==> src/rtl/rr_mux_arbiter.sv <==
// rr_mux_arbiter: round-robin N-to-1 mux arbiter; define ARB_LOCK_EN to add req_lock burst hold
module rr_mux_arbiter #(
    parameter int DATA_WIDTH = 32,
    parameter int NUM_REQ    = 4
) (
    input  logic                          clk,
    input  logic                          rst_n,
    input  logic [NUM_REQ-1:0]            req_valid,
    input  logic [DATA_WIDTH*NUM_REQ-1:0] req_data,
    output logic [NUM_REQ-1:0]            req_ready,
    output logic                          out_valid,
    input  logic                          out_ready,
`ifdef ARB_LOCK_EN
    input  logic [NUM_REQ-1:0]            req_lock,
`endif
    output logic [DATA_WIDTH-1:0]         out_data,
    output logic [$clog2(NUM_REQ)-1:0]    out_sel,
    output logic [NUM_REQ-1:0]            grant
);
    localparam int SW = $clog2(NUM_REQ);
    typedef enum logic {IDLE, GRANT} state_t;
    state_t state;
    logic [SW-1:0] ptr, nxt_ptr, scan_start, pick;
    logic [NUM_REQ-1:0] scan_mask;
    logic found, hs, lock_hold;
    assign out_valid  = state == GRANT;
    assign hs         = out_valid && out_ready;
    assign req_ready  = hs ? grant : {NUM_REQ{1'b0}};
    assign out_data   = req_data[int'(out_sel)*DATA_WIDTH +: DATA_WIDTH];
    assign nxt_ptr    = (out_sel == SW'(NUM_REQ-1)) ? {SW{1'b0}} : out_sel + SW'(1);
    assign scan_start = out_valid ? nxt_ptr : ptr;
    assign scan_mask  = req_valid & ~(out_valid ? grant : {NUM_REQ{1'b0}});
`ifdef ARB_LOCK_EN
    assign lock_hold = req_lock[out_sel];
`else
    assign lock_hold = 1'b0;
`endif
    always_comb begin
        found = 1'b0;
        pick  = {SW{1'b0}};
        for (int k = 0; k < NUM_REQ; k++)
            if (!found && scan_mask[(int'(scan_start) + k) % NUM_REQ]) begin
                found = 1'b1;
                pick  = SW'((int'(scan_start) + k) % NUM_REQ);
            end
    end
    always_ff @(posedge clk or negedge rst_n)
        if (!rst_n) begin
            state   <= IDLE;
            ptr     <= {SW{1'b0}};
            out_sel <= {SW{1'b0}};
            grant   <= {NUM_REQ{1'b0}};
        end else if (!out_valid) begin
            if (found) begin
                state   <= GRANT;
                out_sel <= pick;
                grant   <= NUM_REQ'(1) << pick;
            end
        end else if (hs && !lock_hold) begin
            ptr <= nxt_ptr;
            if (found) begin
                out_sel <= pick;
                grant   <= NUM_REQ'(1) << pick;
            end else begin
                state <= IDLE;
                grant <= {NUM_REQ{1'b0}};
            end
        end
endmodule

==> config.mk <==
export PLATFORM = sky130hd
export DESIGN_NAME = rr_mux_arbiter
export DESIGN_NICKNAME = d
export VERILOG_FILES = /design/src/rtl/rr_mux_arbiter.sv
export SDC_FILE = /design/constraint.sdc
export NUM_CORES = 1
export LEC_CHECK = 0
export BUFFER_PORTS_ARGS = -buffer_cell sky130_fd_sc_hd__buf_2
export CAP_MARGIN = 20
export CORE_ASPECT_RATIO = 0.9
export CORE_MARGIN = 5
export CORE_UTILIZATION = 32
export DETAILED_ROUTE_END_ITERATION = 7
export PLACE_DENSITY = 0.78
export RECOVER_POWER = 25
export SYNTH_ARGS = -nofsm -noshare
export SYNTH_HDL_FRONTEND = slang
export SYNTH_SLANG_ARGS = --single-unit
==> constraint.sdc <==
create_clock -name clk -period 5.1 [get_ports clk]
set_clock_uncertainty 0.15 [all_clocks]
set_input_delay 0.51 -clock clk [delete_from_list [all_inputs] [get_ports clk]]
set_output_delay 0.51 -clock clk [all_outputs]
set_load 0.01 [all_outputs]
; ---- After elaboration in Yosys (flattened, before gate mapping)
; Cells that the tools add are included.
[totals]
register_bits = 9
inputBits = 135
out_inout_bits = 43
word_cells = 67
[op_classes]
addsub = 4
magnitude_cmp = 4
n_eq_ne = 2
shift = 2
n_mux = 33
bitwise = 5
n_reduce_logical = 13
[ops]
columns = op, n
row1 = variable part select 128 x 8 -> 32 bit, 1
row2 = two-way mux 4 bit, 6
row3 = two-way mux 2 bit, 9
row4 = two-way mux 1 bit, 14
row5 = "< comparator 3 x 4 -> 1 bit, second input constant", 3
row6 = binary-select mux 1 bit (select 2 bit), 4
row7 = OR reduction 2 bit, 3
row8 = "adder 2 x 1 -> 2 bit, second input constant", 2
row9 = "adder 2 bit, second input constant", 2
row10 = bitwise AND 4 bit, 1
row11 = logical AND 1 bit, 4
row12 = inverter 4 bit, 1
row13 = AND reduction 2 bit, 2
row14 = "left shift 1 x 2 -> 4 bit, first input constant", 1
row15 = "bitwise AND 1 bit, first input constant", 3
row16 = zero test 1 bit, 3
row17 = "< comparator 2 x 3 -> 1 bit, second input constant", 1
row18 = "== test 2 bit, second input constant", 1
row19 = "inequality test 2 x 1 -> 1 bit, second input constant", 1
row20 = nonzero test 2 bit, 1

; ---- Depth between registers and ports, before layout
[depth]
ltp_word = 21
ltp_mapped = 7
mapped_depth_nobuf = 7

; ---- Least setup slack after synthesis
; Ideal clock, no wire load.
[synth_path]
kind = flip-flop to output port
startpoint = register out_sel[0]
endpoint = output out_data[10]
arrival_time_ns = 1.410
path_slack_ns = 3.030
path_stages_with_launch = 4
path_buffers = 2
cell_sequence = dfrtp_1 buf_6 buf_2 mux4_2
[synth_between]
elab_chain_len = 1
[synth_lines]
columns = element, line_no
row1 = "start, declared", 17  ; output logic [$clog2(NUM_REQ)-1:0] out_sel,
row2 = "start signal, assigned", 51  ; out_sel <= {SW{1'b0}};
row3 = "start signal, assigned", 56  ; out_sel <= pick;
row4 = "start signal, assigned", 62  ; out_sel <= pick;
row5 = variable part select 128 x 8 -> 32 bit, 29  ; assign out_data = req_data[int'(out_sel)*DATA_WIDTH +: DATA_WIDTH];
row6 = "end, declared", 16  ; output logic [DATA_WIDTH-1:0] out_data,
; No other way between the ends.

; ---- Worst setup path in the final report
[layout_path]
startpoint = register out_sel[1]
endpoint = register grant[1]
[layout_between]
elab_chain_len = 19
[layout_lines]
columns = element, line_no
row1 = adder 2 x 1 -> 2 bit / == test 2 bit (equally long branches), 30  ; assign nxt_ptr = (out_sel == SW'(NUM_REQ-1)) ? {SW{1'b0}} : out_sel + SW'(1);
row2 = two-way mux 2 bit (*), 30
row3 = via nxt_ptr[1], 23  ; logic [SW-1:0] ptr, nxt_ptr, scan_start, pick;
row4 = two-way mux 2 bit (*), 31  ; assign scan_start = out_valid ? nxt_ptr : ptr;
row5 = adder 2 x 1 -> 2 bit / binary-select mux 1 bit (select 2 bit) (equally long branches), "42, 44"
row6 = binary-select mux 1 bit (select 2 bit) / two-way mux 1 bit (equally long branches), 42  ; if (!found && scan_mask[(int'(scan_start) + k) % NUM_REQ]) begin
row7 = two-way mux 1 bit (not written as such), 42
row8 = two-way mux 1 bit (not written as such) / zero test 1 bit (equally long branches), 42
row9 = [... 4 more ...], --
row10 = two-way mux 1 bit, 42
row11 = zero test 1 bit, 42
row12 = logical AND 1 bit, 42
row13 = two-way mux 2 bit, 42
row14 = left shift 1 x 2 -> 4 bit, "57, 63"
row15 = two-way mux 4 bit, 61  ; if (found) begin
row16 = two-way mux 4 bit, 59  ; end else if (hs && !lock_hold) begin
row17 = two-way mux 4 bit, 53  ; end else if (!out_valid) begin
row18 = "end signal, assigned", 52  ; grant <= {NUM_REQ{1'b0}};
row19 = "end signal, assigned", 57  ; grant <= NUM_REQ'(1) << pick;
row20 = "end signal, assigned", 63  ; grant <= NUM_REQ'(1) << pick;
row21 = "end, declared", 18  ; output logic [NUM_REQ-1:0] grant
; Mark *: on every way through the listed nets, which the timed path passes. The rest lies on a longest branch. The select of a mux whose other input is x is not followed.
; A chain may end at the register's enable or synchronous reset.

==> out/metrics.yaml <==
nNetsFinal: 424
worstPathArrival_ns: 2.67
gp_congestion: 0.8150
dr.pass1.iters: 4
fin_crit_ns: 2.666
synth.distinct_cells: 39
p_leak_nw: 1.213
setup_viol: 0
cts_tree: "built"
portBuffers: 177
setup_ws_ns: 2.434
synthCells: 113
die_width_um: 80.90
start_kind: "register"
fp.coreArea_mm2: 0.004403
grt_pass1_wl_um: 8073
fillers: 412
max_cap_viol_count: 0
clock_path_buffers: 2
worstPathRequired_ns: 5.10
rsz0062_at_grt: "false"
yosysWarnings: 0
tightest_slew_ns: 0.6830
met3WireLength_um: 706
worstSetupPathType: "register to register"
cp_common_cell: "o21ai_1"
grt_pass1_vias: 1753
hold_violations: 0
hpwl_um: 5009
grt_max_degree: 37
synth-seq-cells: 9
cts_buffers: 3
layout.cells.non_filler: 349
drtIter0Drc: 30
p_sw_share_pct: 43.95
clkTransAtPathRegs_ns: 0.04
postRouteAntennaNets: 0
syn_nets: 249
drive_gt1_share_pct: 78.05
cts_resized: 0
syn_to_final_growth_pct: 67.59
cp_slowest_stage_delay_ns: 0.76
seq_power_share_pct: 15.4
holdWs_ns: 0.3687
maxSlewViolCount: 0
syn_area_mm2: 0.001448
fin_crit_sh_pct: 52.28
routedWlPerCell_um: 16.28
routed_wl_um: 5681
die_y_um: 73.81
clockRootBuffer: "clkbuf_8"
diodes: 0
pwr-share-comb_pct: 77.3
async_flop_share_pct: 100.0
routed-wl-met2_um: 2949
fp-row-count: 23
antenna_found_initial: 0
grt-ovfl-total: 0
synth-main-ff-cell: "dfrtp_1"
h-tree-depth: 1
slowest_stage: "dfrtp_1"
layout_common_cells: "buf_2, mux4_2, nand2_1"
hp-class: "register to register"
max-vdd-ir-drop_mv: 0.3224
seq_area_frac_synth_pct: 15.56
vias_per_cell: 5.060
path_cells: "buf_4, ha_1, nor3b_1, o21ai_1, nand4b_1, o211ai_2, nand2b_1, o21ai_1"
outcome: "finished clean"
fmax_mhz: 375.1
top_layer_used: "met4"
power_density_mw_per_mm2: 463.9
start_util_pct: 32.88
syn_area_per_cell_um2: 12.81
p_switching_uw: 494.6
mostFrequentLayoutCell: "buf_2"
cts.sinks: 9
io_pins: 178
place_inst: 343
vias: 1766
clk_latency_ns: 0.23
p_int_uw: 630.9
synth-edff-count: 0
pwr-share-clk_pct: 7.3
pre_cts_ws_ns: 2.362
end_kind: "register"
path_max_fanout: 19
wl_met1_um: 1996
grt.total_usage_pct: 17.16
max_slew_margin_pct: 54.47
die_area_mm2: 0.005970
drc: 0
final.setup.tns_ns: 0
## metal layers
layer / vias to the layer above / GRT usage, %
li1: 824 / -
met1: 826 / 20.08
met2: 110 / 30.72
met3: 6 / 6.740
met4: 0 / 1.689
met5: - / 0
## power by group through the flow
stage                     combinational, mW  clock, mW  sequential [mW]
after floorplan                       0.632          0            0.141
after global placement                0.799          0            0.230
after detailed placement              0.812          0            0.234
after CTS                             0.814     0.0845            0.233
after global routing                  0.943     0.0881            0.184
final                                 0.870     0.0817            0.173
## synthesized netlist by cell type (2+ instances only)
master    number  area share [%]
mux2_2         2             1.6
clkbuf_1       4             1.0
and3_1         4             1.7
buf_2          4             1.4
nor3b_1        2             1.0
nor2_1         5             1.3
nand2b_1       3             1.3
dfrtp_1        9              16
nand2_1       11             2.9
inv_1          5             1.3
o21ai_1        2            0.69
buf_6          2             1.6
a21o_1         2             1.0
nor3_2         2             1.4
mux4_2        32              50
## final cells by class
type	instances	area (um2)	share of cell area [%]
clock buffer	4	45.04	1.857
multi-input combinational	88	1135	46.78
inverter	6	25.02	1.031
tap	62	77.57	3.198
timing repair buffer	180	917.1	37.80
sequential	9	226.5	9.335
## final timing paths
check,startpoint,to,slack (ns),depth (start not counted)
worst min-delay path,ptr[0]$_DFFE_PN0P_,ptr[0]$_DFFE_PN0P_,0.37,1
worst max register to register,out_sel[1]$_DFFE_PN0P_,grant[1]$_DFFE_PN0P_,2.43,8
worst min register to register,ptr[0]$_DFFE_PN0P_,ptr[0]$_DFFE_PN0P_,0.37,1
min in group asynchronous,rst_n,out_valid$_DFF_PN0_,0.62,2
worst max-delay path,out_sel[1]$_DFFE_PN0P_,grant[1]$_DFFE_PN0P_,2.43,8
max in group asynchronous,rst_n,out_sel[0]$_DFFE_PN0P_,3.83,2
## worst max-delay path, delay by kind of cell, from the launching register on
family	cells	cell delay (ns)
DFF	1	0.76
AOI/OAI and AO/OA	3	0.42
and+or+nand+nor	3	0.53
adders and majority gates	1	0.34
buffers and inverters	1	0.39
## metrics by stage
stage,utilization [%],area (um2),power [mW]
after floorplan,-,1448,0.7730
after global placement,53.65,2362,1.029
after detailed placement,53.65,2362,1.046
after CTS,54.90,2417,1.131
after global routing,55.10,2426,1.215
final,55.10,2426,1.125
## registers in the layout, summed over array words and instances (netlist names)
register / cells
out_sel: 2
grant: 4
out_valid: 1
ptr: 2
## timing repair
item,in CTS,in global routing
hold buffers,1,0
setup buffers,0,0
setup endpoints to repair,0,0
hold endpoints to repair,9,0
## logic make-up after synthesis
family / synth area share [%]
AOI/OAI and AO/OA: 13.66
adders and majority gates: 0.8642
buffers and inverters: 5.704
DFF: 15.56
muxes: 51.34
and+or+nand+nor: 12.88
Note: power is estimated with default switching activity, not from simulation.
